`config.mk`:
```
export PLATFORM = sky130hd
export DESIGN_NAME = pipelined_addsub_flat
export DESIGN_NICKNAME = d
export VERILOG_FILES = /design/src/rtl/pipelined_addsub_pkg.sv /design/src/rtl/pipelined_addsub_if.sv /design/src/rtl/pipelined_addsub_chunk.sv /design/src/rtl/pipelined_addsub.sv /design/src/flat_wrapper.sv
export SDC_FILE = /design/constraint.sdc
export NUM_CORES = 1
export LEC_CHECK = 0
export ABC_AREA = 1
export CORE_MARGIN = 8
export CORE_UTILIZATION = 45
export DETAILED_ROUTE_END_ITERATION = 7
export HOLD_SLACK_MARGIN = 0.05
export PLACE_DENSITY = 0.7
export SYNTH_ARGS = -nofsm -noshare
export SYNTH_HDL_FRONTEND = slang
export SYNTH_SLANG_ARGS = --single-unit
```
`constraint.sdc`:
```
create_clock -name clk -period 5.85 [get_ports clk]
set_clock_uncertainty 0.1 [all_clocks]
set_input_delay 1.17 -clock clk [delete_from_list [all_inputs] [get_ports clk]]
set_output_delay 1.17 -clock clk [all_outputs]
set_load 0.05 [all_outputs]
```
`src/rtl/pipelined_addsub_pkg.sv`:
```
// Shared types and helpers for the pipelined adder/subtractor.
package adder_pkg;

    localparam logic ADDSUB_ADD = 1'b0;
    localparam logic ADDSUB_SUB = 1'b1;

    typedef struct packed {
        logic overflow;
        logic zero;
        logic negative;
    } flags_t;

    function automatic int CW(input int width, input int stages);
        return width / stages;
    endfunction

    // Bit offset of the b' skew segment registered after stage s; segment s holds chunks s+1..STAGES-1.
    function automatic int bp_off(input int width, input int stages, input int s);
        return s * width - CW(width, stages) * s * (s + 1) / 2;
    endfunction

endpackage

```
`src/rtl/pipelined_addsub_if.sv`:
```
// Operand/result bus of pipelined_addsub.
// Handshake: a beat moves on a rising edge only when its valid and ready are both high; valid and
// payload hold until accepted; in_ready is combinational from out_ready.
interface pipelined_addsub_if #(
    parameter int WIDTH = 32
);
    logic             in_valid;
    logic             in_ready;
    logic [WIDTH-1:0] a;
    logic [WIDTH-1:0] b;
    logic             carry_in;
    logic             sub;
    logic             out_valid;
    logic             out_ready;
    logic [WIDTH-1:0] sum;
    logic             carry_out;
    logic             overflow;
    logic             zero;
    logic             negative;

    modport master (
        output in_valid, a, b, carry_in, sub, out_ready,
        input  in_ready, out_valid, sum, carry_out, overflow, zero, negative
    );

    modport slave (
        input  in_valid, a, b, carry_in, sub, out_ready,
        output in_ready, out_valid, sum, carry_out, overflow, zero, negative
    );
endinterface

```
`src/rtl/pipelined_addsub_chunk.sv`:
```
// One chunk of the adder: generate/propagate ripple with carry in and out.
module adder_chunk #(
    parameter int CW = 8
) (
    input  logic [CW-1:0] a_i,
    input  logic [CW-1:0] b_i,
    input  logic          c_i,
    output logic [CW-1:0] s_o,
    output logic          c_o
);
    logic [CW-1:0] g;
    logic [CW-1:0] p;
    logic [CW:0]   c;

    assign g = a_i & b_i;
    assign p = a_i ^ b_i;

    always_comb begin
        c    = '0;
        c[0] = c_i;
        for (int i = 0; i < CW; i++) begin
            c[i+1] = g[i] | (p[i] & c[i]);
        end
    end

    assign s_o = p ^ c[CW-1:0];
    assign c_o = c[CW];
endmodule

```
`src/rtl/pipelined_addsub.sv`:
```
// Pipelined adder/subtractor, one CW-bit chunk per stage, with global-stall valid/ready flow.
// Define PIPELINED_ADDSUB_FLAGS_EN to build the overflow/zero/negative flag registers.
module pipelined_addsub
    import adder_pkg::*;
#(
    parameter int WIDTH  = 32,
    parameter int STAGES = 4
) (
    input logic                clk,
    input logic                rst,
    pipelined_addsub_if.slave  bus
);
    localparam int CHUNK_W = CW(WIDTH, STAGES);
    localparam int BP_BITS = (STAGES > 1) ? bp_off(WIDTH, STAGES, STAGES - 1) : 1;
    localparam logic [WIDTH-1:0] LOW_MASK = {WIDTH{1'b1}} >> (WIDTH - CHUNK_W);

    if ((STAGES < 1) || ((WIDTH % STAGES) != 0)) begin : g_cfg_err
        $error("pipelined_addsub: WIDTH must be a multiple of STAGES");
    end

    // word_q[s]: result chunks 0..s below, still-unused A chunks above.
    logic [WIDTH-1:0]   word_q [STAGES];
    wire  [WIDTH-1:0]   word_d [STAGES];
    logic [BP_BITS-1:0] bp_q;
    wire  [BP_BITS-1:0] bp_d;
    logic [STAGES-1:0]  carry_q;
    wire  [STAGES-1:0]  carry_d;
    logic [STAGES-1:0]  valid_q;
    logic [STAGES-1:0]  valid_d;
    logic [WIDTH-1:0]   bp_full;
    logic               adv;

    assign adv          = !(valid_q[STAGES-1] && !bus.out_ready);
    assign bus.in_ready = adv;
    assign valid_d      = (valid_q << 1) | STAGES'(bus.in_valid);
    assign bp_full      = (bus.sub == ADDSUB_SUB) ? ~bus.b : bus.b;

    for (genvar s = 0; s < STAGES; s++) begin : g_stage
        logic [CHUNK_W-1:0] op_a;
        logic [CHUNK_W-1:0] op_b;
        logic [CHUNK_W-1:0] res;
        logic               cin;
        logic               cout;

        if (s == 0) begin : g_first
            assign op_a      = bus.a[CHUNK_W-1:0];
            assign op_b      = bp_full[CHUNK_W-1:0];
            assign cin       = (bus.sub == ADDSUB_SUB) ? 1'b1 : bus.carry_in;
            assign word_d[0] = (bus.a & ~LOW_MASK) | WIDTH'(res);
        end else begin : g_next
            assign op_a      = word_q[s-1][s*CHUNK_W +: CHUNK_W];
            assign op_b      = bp_q[bp_off(WIDTH, STAGES, s - 1) +: CHUNK_W];
            assign cin       = carry_q[s-1];
            assign word_d[s] = (word_q[s-1] & ~(LOW_MASK << (s * CHUNK_W)))
                             | (WIDTH'(res) << (s * CHUNK_W));
        end

        if (s < STAGES - 1) begin : g_fwd
            localparam int FW = WIDTH - (s + 1) * CHUNK_W;
            if (s == 0) begin : g_fwd0
                assign bp_d[FW-1:0] = bp_full[WIDTH-1:CHUNK_W];
            end else begin : g_fwdn
                assign bp_d[bp_off(WIDTH, STAGES, s) +: FW] =
                    bp_q[bp_off(WIDTH, STAGES, s - 1) + CHUNK_W +: FW];
            end
        end

        adder_chunk #(.CW(CHUNK_W)) u_chunk (
            .a_i (op_a),
            .b_i (op_b),
            .c_i (cin),
            .s_o (res),
            .c_o (cout)
        );

        assign carry_d[s] = cout;
    end

    if (STAGES == 1) begin : g_no_skew
        assign bp_d = '0;
    end

    always_ff @(posedge clk or posedge rst) begin
        if (rst) begin
            valid_q <= '0;
            carry_q <= '0;
            bp_q    <= '0;
            for (int s = 0; s < STAGES; s++) begin
                word_q[s] <= '0;
            end
        end else if (adv) begin
            valid_q <= valid_d;
            carry_q <= carry_d;
            bp_q    <= bp_d;
            for (int s = 0; s < STAGES; s++) begin
                word_q[s] <= word_d[s];
            end
        end
    end

    assign bus.out_valid = valid_q[STAGES-1];
    assign bus.sum       = word_q[STAGES-1];
    assign bus.carry_out = carry_q[STAGES-1];

`ifdef PIPELINED_ADDSUB_FLAGS_EN
    flags_t flags_q;
    logic   a_msb;
    logic   bp_msb;
    logic   s_msb;

    // Operand MSBs are read from the skew registers feeding the final stage.
    if (STAGES == 1) begin : g_msb_one
        assign a_msb  = bus.a[WIDTH-1];
        assign bp_msb = bp_full[WIDTH-1];
    end else begin : g_msb_skew
        assign a_msb  = word_q[STAGES-2][WIDTH-1];
        assign bp_msb = bp_q[bp_off(WIDTH, STAGES, STAGES - 2) + CHUNK_W - 1];
    end
    assign s_msb = word_d[STAGES-1][WIDTH-1];

    always_ff @(posedge clk or posedge rst) begin
        if (rst) begin
            flags_q <= '0;
        end else if (adv) begin
            flags_q <= '{overflow: (a_msb == bp_msb) && (s_msb != a_msb),
                         zero:     (word_d[STAGES-1] == '0),
                         negative: s_msb};
        end
    end

    assign bus.overflow = flags_q.overflow;
    assign bus.zero     = flags_q.zero;
    assign bus.negative = flags_q.negative;
`else
    assign bus.overflow = 1'b0;
    assign bus.zero     = 1'b0;
    assign bus.negative = 1'b0;
`endif

endmodule

```
`src/flat_wrapper.sv`:
```
// flat-port wrapper written by rule: the top's interface ports become plain ports
module pipelined_addsub_flat import adder_pkg::*;
#(
    parameter int WIDTH  = 32,
    parameter int STAGES = 4
)
  (clk, rst, bus_in_valid, bus_a, bus_b, bus_carry_in, bus_sub, bus_out_ready, bus_in_ready, bus_out_valid, bus_sum, bus_carry_out, bus_overflow, bus_zero, bus_negative);
  pipelined_addsub_if #(.WIDTH(WIDTH)) bus_i ();
  input logic clk;
  input logic rst;
  input wire logic [$bits(bus_i.in_valid)-1:0] bus_in_valid;
  input wire logic [$bits(bus_i.a)-1:0] bus_a;
  input wire logic [$bits(bus_i.b)-1:0] bus_b;
  input wire logic [$bits(bus_i.carry_in)-1:0] bus_carry_in;
  input wire logic [$bits(bus_i.sub)-1:0] bus_sub;
  input wire logic [$bits(bus_i.out_ready)-1:0] bus_out_ready;
  output wire logic [$bits(bus_i.in_ready)-1:0] bus_in_ready;
  output wire logic [$bits(bus_i.out_valid)-1:0] bus_out_valid;
  output wire logic [$bits(bus_i.sum)-1:0] bus_sum;
  output wire logic [$bits(bus_i.carry_out)-1:0] bus_carry_out;
  output wire logic [$bits(bus_i.overflow)-1:0] bus_overflow;
  output wire logic [$bits(bus_i.zero)-1:0] bus_zero;
  output wire logic [$bits(bus_i.negative)-1:0] bus_negative;
  assign bus_i.in_valid = bus_in_valid;
  assign bus_i.a = bus_a;
  assign bus_i.b = bus_b;
  assign bus_i.carry_in = bus_carry_in;
  assign bus_i.sub = bus_sub;
  assign bus_i.out_ready = bus_out_ready;
  assign bus_in_ready = bus_i.in_ready;
  assign bus_out_valid = bus_i.out_valid;
  assign bus_sum = bus_i.sum;
  assign bus_carry_out = bus_i.carry_out;
  assign bus_overflow = bus_i.overflow;
  assign bus_zero = bus_i.zero;
  assign bus_negative = bus_i.negative;
  pipelined_addsub #(.WIDTH(WIDTH), .STAGES(STAGES)) u_core (.clk(clk), .rst(rst), .bus(bus_i));
endmodule
```
Yosys cells after proc, flatten, opt, wreduce, memory -nomap -nowiden --
Index checks and enable logic that the tools add are counted. W data, S select, Z words.
Storage, ports and cells: register bits after elaboration 184, input port bits 70, output and inout port bits 38
Operators by class: mux-type cells 2, bitwise operators 82, reductions and logical operators 3
Operator list (number):
- $xor A8 B8 Y8 | 8
- $and A1 B1 Y1 | 32
- $and A8 B8 Y8 | 4
- $mux W32 | 1
- $not A32 Y32 | 1
- $or A1 B1 Y1 | 32
- $or A24 B32 Y32 | 1
- $or A32 B16 Y32 | 1
- $or A32 B24 Y32 | 1
- $or A32 B8 Y32 | 1
- $or A4 B1 Y4 | 1
- $logic_not A1 Y1 | 2
- $logic_and A1 B1 Y1 | 1
- $mux W1 | 1

Depth between registers and ports, before layout --
Gate-level depths: netlist of the first run.
depth in word-level cells 19, depth in mapped cells 14

Hierarchy --
From an unflattened synthesis of the first run, not the netlist that was laid out.
Second synthesis, totals: cell total of the unflattened synthesis 909, area, all modules 8149.1 um^2
By module, submodules not included:
- pipelined_addsub | instances 1, cells an instance 837, area an instance 7358.3 um^2, sequential area each 4604.4 um^2
- adder_chunk | instances 4, cells an instance 18, area an instance 197.7 um^2, sequential area each 0.0 um^2

Least setup slack after synthesis of the first run --
No wires, ideal clock.
path kind input to register, start input port bus_sub, end register u_core.word_q[103] (netlist bit), setup time 0.130 ns, arrival time 5.106 ns, data required time 5.620 ns, setup slack 0.514 ns, cell stages on the path 14, buffers on the path 2, cell sequence buf_2 buf_2 nor2_1 fa_1 fa_1 fa_1 fa_1 fa_1 fa_1 fa_1 inv_1 fa_1 nand2_1 o21ai_0
On the way: word-level cells in the longest chain between the ends 18
RTL lines:
- start, declared | RTL line flat_wrapper.sv:15 | input wire logic [$bits(bus_i.sub)-1:0] bus_sub;
- $mux W32 | RTL line pipelined_addsub.sv:36 | assign bp_full = (bus.sub == ADDSUB_SUB) ? ~bus.b : bus.b;
- $xor A8 B8 Y8 | RTL line pipelined_addsub_chunk.sv:16 | assign p = a_i ^ b_i;
- $and A1 B1 Y1 | RTL line pipelined_addsub_chunk.sv:22 | c[i+1] = g[i] | (p[i] & c[i]);
- $or A1 B1 Y1 | RTL line pipelined_addsub_chunk.sv:22
- $and A1 B1 Y1 | RTL line pipelined_addsub_chunk.sv:22
- $or A1 B1 Y1 | RTL line pipelined_addsub_chunk.sv:22
- $and A1 B1 Y1 | RTL line pipelined_addsub_chunk.sv:22
- $or A1 B1 Y1 | RTL line pipelined_addsub_chunk.sv:22
- [3 not listed]
- $or A1 B1 Y1 | RTL line pipelined_addsub_chunk.sv:22
- $and A1 B1 Y1 | RTL line pipelined_addsub_chunk.sv:22
- $or A1 B1 Y1 | RTL line pipelined_addsub_chunk.sv:22
- $and A1 B1 Y1 | RTL line pipelined_addsub_chunk.sv:22
- $or A1 B1 Y1 | RTL line pipelined_addsub_chunk.sv:22
- $xor A8 B8 Y8 (*) | RTL line pipelined_addsub_chunk.sv:26 | assign s_o = p ^ c[CW-1:0];
- via u_core.g_stage[0].res[7] | RTL line pipelined_addsub.sv:41 | logic [CHUNK_W-1:0] res;
- $or A32 B8 Y32 (*) | RTL line pipelined_addsub.sv:49 | assign word_d[0] = (bus.a & ~LOW_MASK) | WIDTH'(res);
- end signal, assigned by index | RTL line pipelined_addsub.sv:96 | word_q[s] <= word_d[s];
- end, declared | RTL line pipelined_addsub.sv:22 | logic [WIDTH-1:0] word_q [STAGES];
The timed path passes the listed nets; every way through them passes the cells marked *. A chain may end at the register's enable or synchronous reset.

Worst setup path in the final report of the first run --
Same ends and word-level chain as after synthesis.

==> impl_metrics.yaml, run 1 <==
outcome:
  status: "finished, final reports clean"
synth:
  ys_types: 18
  synth_top_cell_by_area: "dfrtp_1"
  seq_area_frac_synth_pct: 57.46
  ys_ff_latch: 184
  synth_edf_count: 0
  syn_inst: 875
  syn-cell-area_mm2: 0.008013
  postSynth.asyncResetShare_pct: 100.0
  yosysWarnings: 0
  yosys-top-cells-count: "nand2_1 (386), dfrtp_1 (184), inv_1 (94)"
  synthFlopType: "dfrtp_1"
  syn_avg_cell_area_um2: 9.157
  netlist_top_cells_area: "dfrtp_1 (57%), nand2_1 (18%), fa_1 (8.0%), o21ai_0 (5.7%), inv_1 (4.4%)"
  yosysTopAreaCellShare_pct: 57.46
  post-synth-top-count-cell: "nand2_1"
worst_setup_path:
  reg2reg_depth: 12
  cp_common_cell: "fa_1"
  cp.depth: 13
  required_ns: 6.03
  end_kind: "flip-flop"
  timing.rr.end: "u_core.bus.sum[31]"
  crit_chain: "clkdlybuf4s50_1 -> nor2_1 -> fa_1 -> fa_1 -> fa_1 -> fa_1 -> fa_1 -> fa_1 -> fa_1 -> inv_1 -> fa_1 -> nand2_1 -> o21ai_0"
  path_max_fanout: 3
  path_buf_inv: 2
  critPathTopFamily: "adder cells"
  crit_type: "in2reg"
  worst_path_max_delay_cell: "clkdlybuf4s50_1"
  critPathArrivalTime_ns: 5.49
  critPathLaunchType: "input port"
  r2r-start: "u_core.g_stage[3].op_a[0]"
  reg2reg_setup_slack_ns: 1.60
  slowest_delay_ns: 0.59
place:
  io_buffers: 104
  hpwl_um: 10240
  gp_congestion: 0.7154
grt:
  grt_start_max_net_pins: 188
  grt_pass1_vias: 5460
  grt-ovfl-total: 0
  grt_pass1_wl_um: 27520
  antenna_found_initial: 0
  grt_usage_pct: 15.21
sta:
  tightest_slew_ns: 0.9756
  slew_violations: 0
  hold_viol_final: 0
  finalSetupTns_ns: 0
  fmax_mhz: 188.4
  period_needed_ns: 5.308
  finalSetupViolCount: 0
  maxSlewHeadroom_pct: 34.96
  rsz0062_at_grt: "no"
  post-route-period-util_pct: 90.73
cells_and_area:
  syn_to_final_growth_pct: 21.47
  final_nets: 1059
  drive_above_1_share_pct: 4.227
  insertedDiodeCount: 0
power:
  pwr-share-clk_pct: 21.4
  power_mw: 5.206
  ir_drop_v: 0.0005910
  pwr-share-comb_pct: 37.9
  switchingPower_mw: 2.069
  swShare_pct: 39.74
  p_seq_share_pct: 40.7
  p_int_mw: 3.137
  cellPowerDensity_mw_per_mm2: 534.9
  leakage_nw: 4.856
clock_network:
  cts_max_level: 4
  clockRootBuffer: "clkbuf_16"
  clk_latency_ns: 0.42
  worst_setup_hold_path_clk_slew_ns: 0.07
  ctsResizeCount: 0
  tritoncts: "built"
  clockBufferDepth: 2
  holdBufCountCts: 0
  cts_sinks: 184
  cts_made_buffers: 17
  cts_setup_buffers: 0
min_path:
  hold_end: "u_core.valid_q[3]"
  hold_start: "u_core.valid_q[2]"
  whs_path_depth: 2
  hp-class: "reg2reg"
flow_run:
  maxCapViolCount: 0
die:
  dieArea_mm2: 0.02233
  core_area_mm2: 0.01772
  initial_core_util_pct: 45.22
  die_h_um: 149.4
  io_pins: 108
  rows: 49
  dieWidth_um: 149.4
routing:
  num_vias: 5401
  vias_per_cell: 4.505
  drtPass1Iterations: 6
  postRouteAntennaNets: 0
  drc: 0
  wl_per_cell_um: 13.24
  drt_iter0_markers: 459
  wl_um: 15880
## worst reg2reg max path, cell delays in order, from the launching register on
cell and delay, ns:
dfrtp_1 0.37, inv_1 0.08, fa_1 0.17, inv_1 0.06, fa_1 0.46, fa_1 0.46, fa_1 0.48, fa_1 0.47
fa_1 0.46, fa_1 0.42, inv_1 0.09, fa_1 0.38, o21ai_0 0.17
## area by class of cell
cell class | count | area [µm²]
fill | 1593 | 7985
sequential | 184 | 4604
multi-input combinational | 550 | 2796
timing repair buffer | 109 | 1104
clock buffer | 17 | 425.4
inverter | 95 | 360.3
tap | 229 | 286.5
clock inverter | 15 | 156.4
## worst max-delay path by stage
stage | from | endpoint
after detailed placement | bus_sub | u_core.word_q[103]
after CTS | bus_sub | u_core.word_q[103]
final | bus_sub | u_core.word_q[103]
after global placement | bus_sub | u_core.word_q[103]
after global routing | bus_sub | u_core.word_q[103]
after floorplan | bus_sub | u_core.word_q[103]
## flip-flops by register name (all words and copies together) (netlist names)
name	flops
u_core.bus.sum	32
u_core.g_stage.op_a	24
u_core.valid_q	4
u_core.bp_q	48
u_core.carry_q	4
u_core.word_q	72
## cell usage in the layout (no fill, tap or decap), drive strengths merged
master,netlist,routed
nand2,387,387
dfrtp,184,184
clkdlybuf4s50,0,104
inv,95,102
o21ai,102,102
fa,32,32
clkbuf,10,17
nand3,16,16
xnor2,7,7
buf,38,5
clkinv,0,4
clkinvlp,0,3
conb,1,3
nor2,2,2
xor2,1,1
bufinv,0,1
## cell families (layout without fill, tap and decap cells)
| group | after synthesis | after routing | synth area share [%] |
|---|---|---|---|
| adders and majority gates | 32 | 32 | 7.995 |
| and+or+nand+nor | 405 | 405 | 19.35 |
| other | 1 | 3 | 0.04680 |
| buffers and inverters | 143 | 236 | 7.901 |
| DFF | 184 | 184 | 57.46 |
| xor gates and xnor gates | 8 | 8 | 0.8745 |
| AOI/OAI and AO/OA | 102 | 102 | 6.371 |
## per-stage QoR
stage / instance area [µm²] / setup slack [ns] / hold WS (ns) / util (%) / instances
finish: 9733 / 0.5424 / 0.3651 / 54.93 / 1199
global route: 9733 / 0.3784 / 0.3916 / 54.93 / 1199
CTS: 9733 / 0.5171 / 0.3713 / 54.93 / 1199
detailed placement: 9151 / 0.07481 / 0.3585 / 51.65 / 1167
global placement: 9151 / 0.1845 / 0.3365 / 51.65 / 1167
floorplan: 8024 / 0.5143 / 0.3198 / - / 877
## per-layer routing
metal	GRT usage, %	wire length [µm]
met1	22.28	8188
met4	4.089	125
met2	22.36	7020
met5	0	0
met3	3.357	546
## power by group through the flow
stage,logic [mW],registers (mW),clock network (mW)
global placement,1.93,2.12,0
floorplan,1.04,2.47,0
detailed placement,1.99,2.14,0
finish,1.97,2.12,1.12
CTS,2.01,2.12,1.15
global route,2.25,2.19,1.20
No activity file was read; power rests on OpenSTA's default activity.
==> inputs of run 2 (changes only) <==
Settings changed: CORE_MARGIN 8 to 10.
==> impl_metrics.yaml, run 2 (synthesized netlist as in run 1, its figures left out) <==
place:
  io_buffers: 104
  gp_congestion: 0.7394
  hpwl_um: 10360
  place_inst: 1164
power:
  ir_drop_v: 0.0002630
  power_mw: 5.187
  leakage_nw: 4.871
  cellPowerDensity_mw_per_mm2: 532.7
clock_network:
  worst_setup_hold_path_clk_slew_ns: 0.06
  ctsResizeCount: 0
  cts_sinks: 184
  cts_max_level: 4
  holdBufCountCts: 0
  clockRootBuffer: "clkbuf_16"
  cts_made_buffers: 17
  clockBufferDepth: 2
  clk_latency_ns: 0.43
  tritoncts: "built"
  cts_setup_buffers: 0
die:
  die_h_um: 153.4
  io_pins: 108
  core_area_mm2: 0.01736
  rows: 48
  initial_core_util_pct: 46.16
  dieWidth_um: 153.4
  dieArea_mm2: 0.02354
cells_and_area:
  max_flop_register: "u_core.word_q"
  final_cell_mix: "nand2_1 (386), dfrtp_1 (184), clkdlybuf4s50_1 (104)"
  final_nets: 1060
  fin_util_pct: 56.11
  syn_to_final_growth_pct: 21.53
  insertedDiodeCount: 0
  largest_register_ffs: 72
  layout_commonest_cell: "nand2_1"
  final_cells: 1196
  drive_above_1_share_pct: 4.222
worst_setup_path:
  crit_type: "in2reg"
  required_ns: 6.03
  path_max_fanout: 3
  end_kind: "flip-flop"
  critPathLaunchType: "input port"
  critPathArrivalTime_ns: 5.44
grt:
  grt_usage_pct: 13.59
  grt_pass1_vias: 5223
  grt-ovfl-total: 0
  grt_pass1_wl_um: 26560
  antenna_found_initial: 1
  grt_start_max_net_pins: 185
flow_run:
  maxCapViolCount: 0
sta:
  hold_viol_final: 0
  rsz0062_at_grt: "no"
  maxSlewHeadroom_pct: 29.76
  post-route-period-util_pct: 89.97
  slew_violations: 0
  fmax_mhz: 190.0
  period_needed_ns: 5.263
  finalSetupTns_ns: 0
  tightest_slew_ns: 1.054
  finalSetupViolCount: 0
routing:
  drtPass1Iterations: 4
  wl_um: 15540
  vias_per_cell: 4.521
  drt_iter0_markers: 431
  drc: 0
  wl_per_cell_um: 13.00
  num_vias: 5407
  postRouteAntennaNets: 0
outcome:
  status: "finished, final reports clean"
min_path:
  hp-class: "reg2reg"
==> run 2: cell types whose count changed in the layout (fill, tap and decap cells not counted) <==
cell / previous run / this run
inv_6: 4 / 5
clkinvlp_4: 3 / 1
clkbuf_1: 0 / 1
clkinv_2: 1 / 4
clkinv_4: 3 / 2
inv_8: 4 / 0
clkbuf_8: 0 / 1
buf_4: 3 / 4
bufinv_16: 1 / 2
==> run 2: area by class of cell <==
cell class	count	area, µm²
fillers	1559	7619
flip-flops and latches	184	4604
multi-input cells	550	2796
repair buffers	110	1111
clock buffers	19	442.9
inverters	95	360.3
well taps	225	281.5
clock inverters	13	141.4
==> run 2: where the power goes <==
| part | leakage [nW] | total (mW) | internal (mW) | switching [mW] |
|---|---|---|---|---|
| registers | 2.23 | 2.12 | 1.83 | 0.291 |
| clock network | 0.293 | 1.13 | 0.645 | 0.484 |
| logic | 2.35 | 1.94 | 0.693 | 1.24 |
| total | 4.87 | 5.19 | 3.17 | 2.02 |
==> run 2: metal layers <==
metal	track usage, %	up-vias	part of all wire [%]
li1	-	2805	-
met3	3.732	21	4.4
met4	5.398	2	1.7
met2	18.72	97	43
met1	19.70	2482	51
met5	0	-	0.084
==> run 2: path summary, 6_finish.rpt <==
kind	cells past startpoint	endpoint	slack (ns)	start
setup / recovery	13	u_core.word_q[103]	0.59	bus_sub
hold reg to reg	2	u_core.valid_q[3]	0.36	u_core.valid_q[2]
min in group asynchronous	3	u_core.g_stage[1].op_a[3]	1.17	rst
max in group asynchronous	3	u_core.bp_q[15]	3.63	rst
setup reg to reg	12	u_core.bus.sum[31]	1.64	u_core.carry_q[2]
hold / removal	2	u_core.valid_q[3]	0.36	u_core.valid_q[2]
==> run 2: critical path, stage by stage <==
cell             delay, ns
clkdlybuf4s50_1       0.56
nor2_1                0.10
fa_1                  0.42
fa_1                  0.43
fa_1                  0.43
fa_1                  0.43
fa_1                  0.44
fa_1                  0.42
fa_1                  0.40
inv_1                 0.08
fa_1                  0.41
nand2_1               0.07
o21ai_0               0.08
==> run 2: metrics by stage <==
stage | setup WS [ns] | hold slack [ns] | cell area (µm²)
detailed placement | 0.1099 | 0.3456 | 9154
finish | 0.5868 | 0.3615 | 9738
global placement | 0.2046 | 0.3371 | 9154
global route | 0.3717 | 0.3778 | 9738
CTS | 0.5592 | 0.3672 | 9738
floorplan | 0.5143 | 0.3198 | 8024
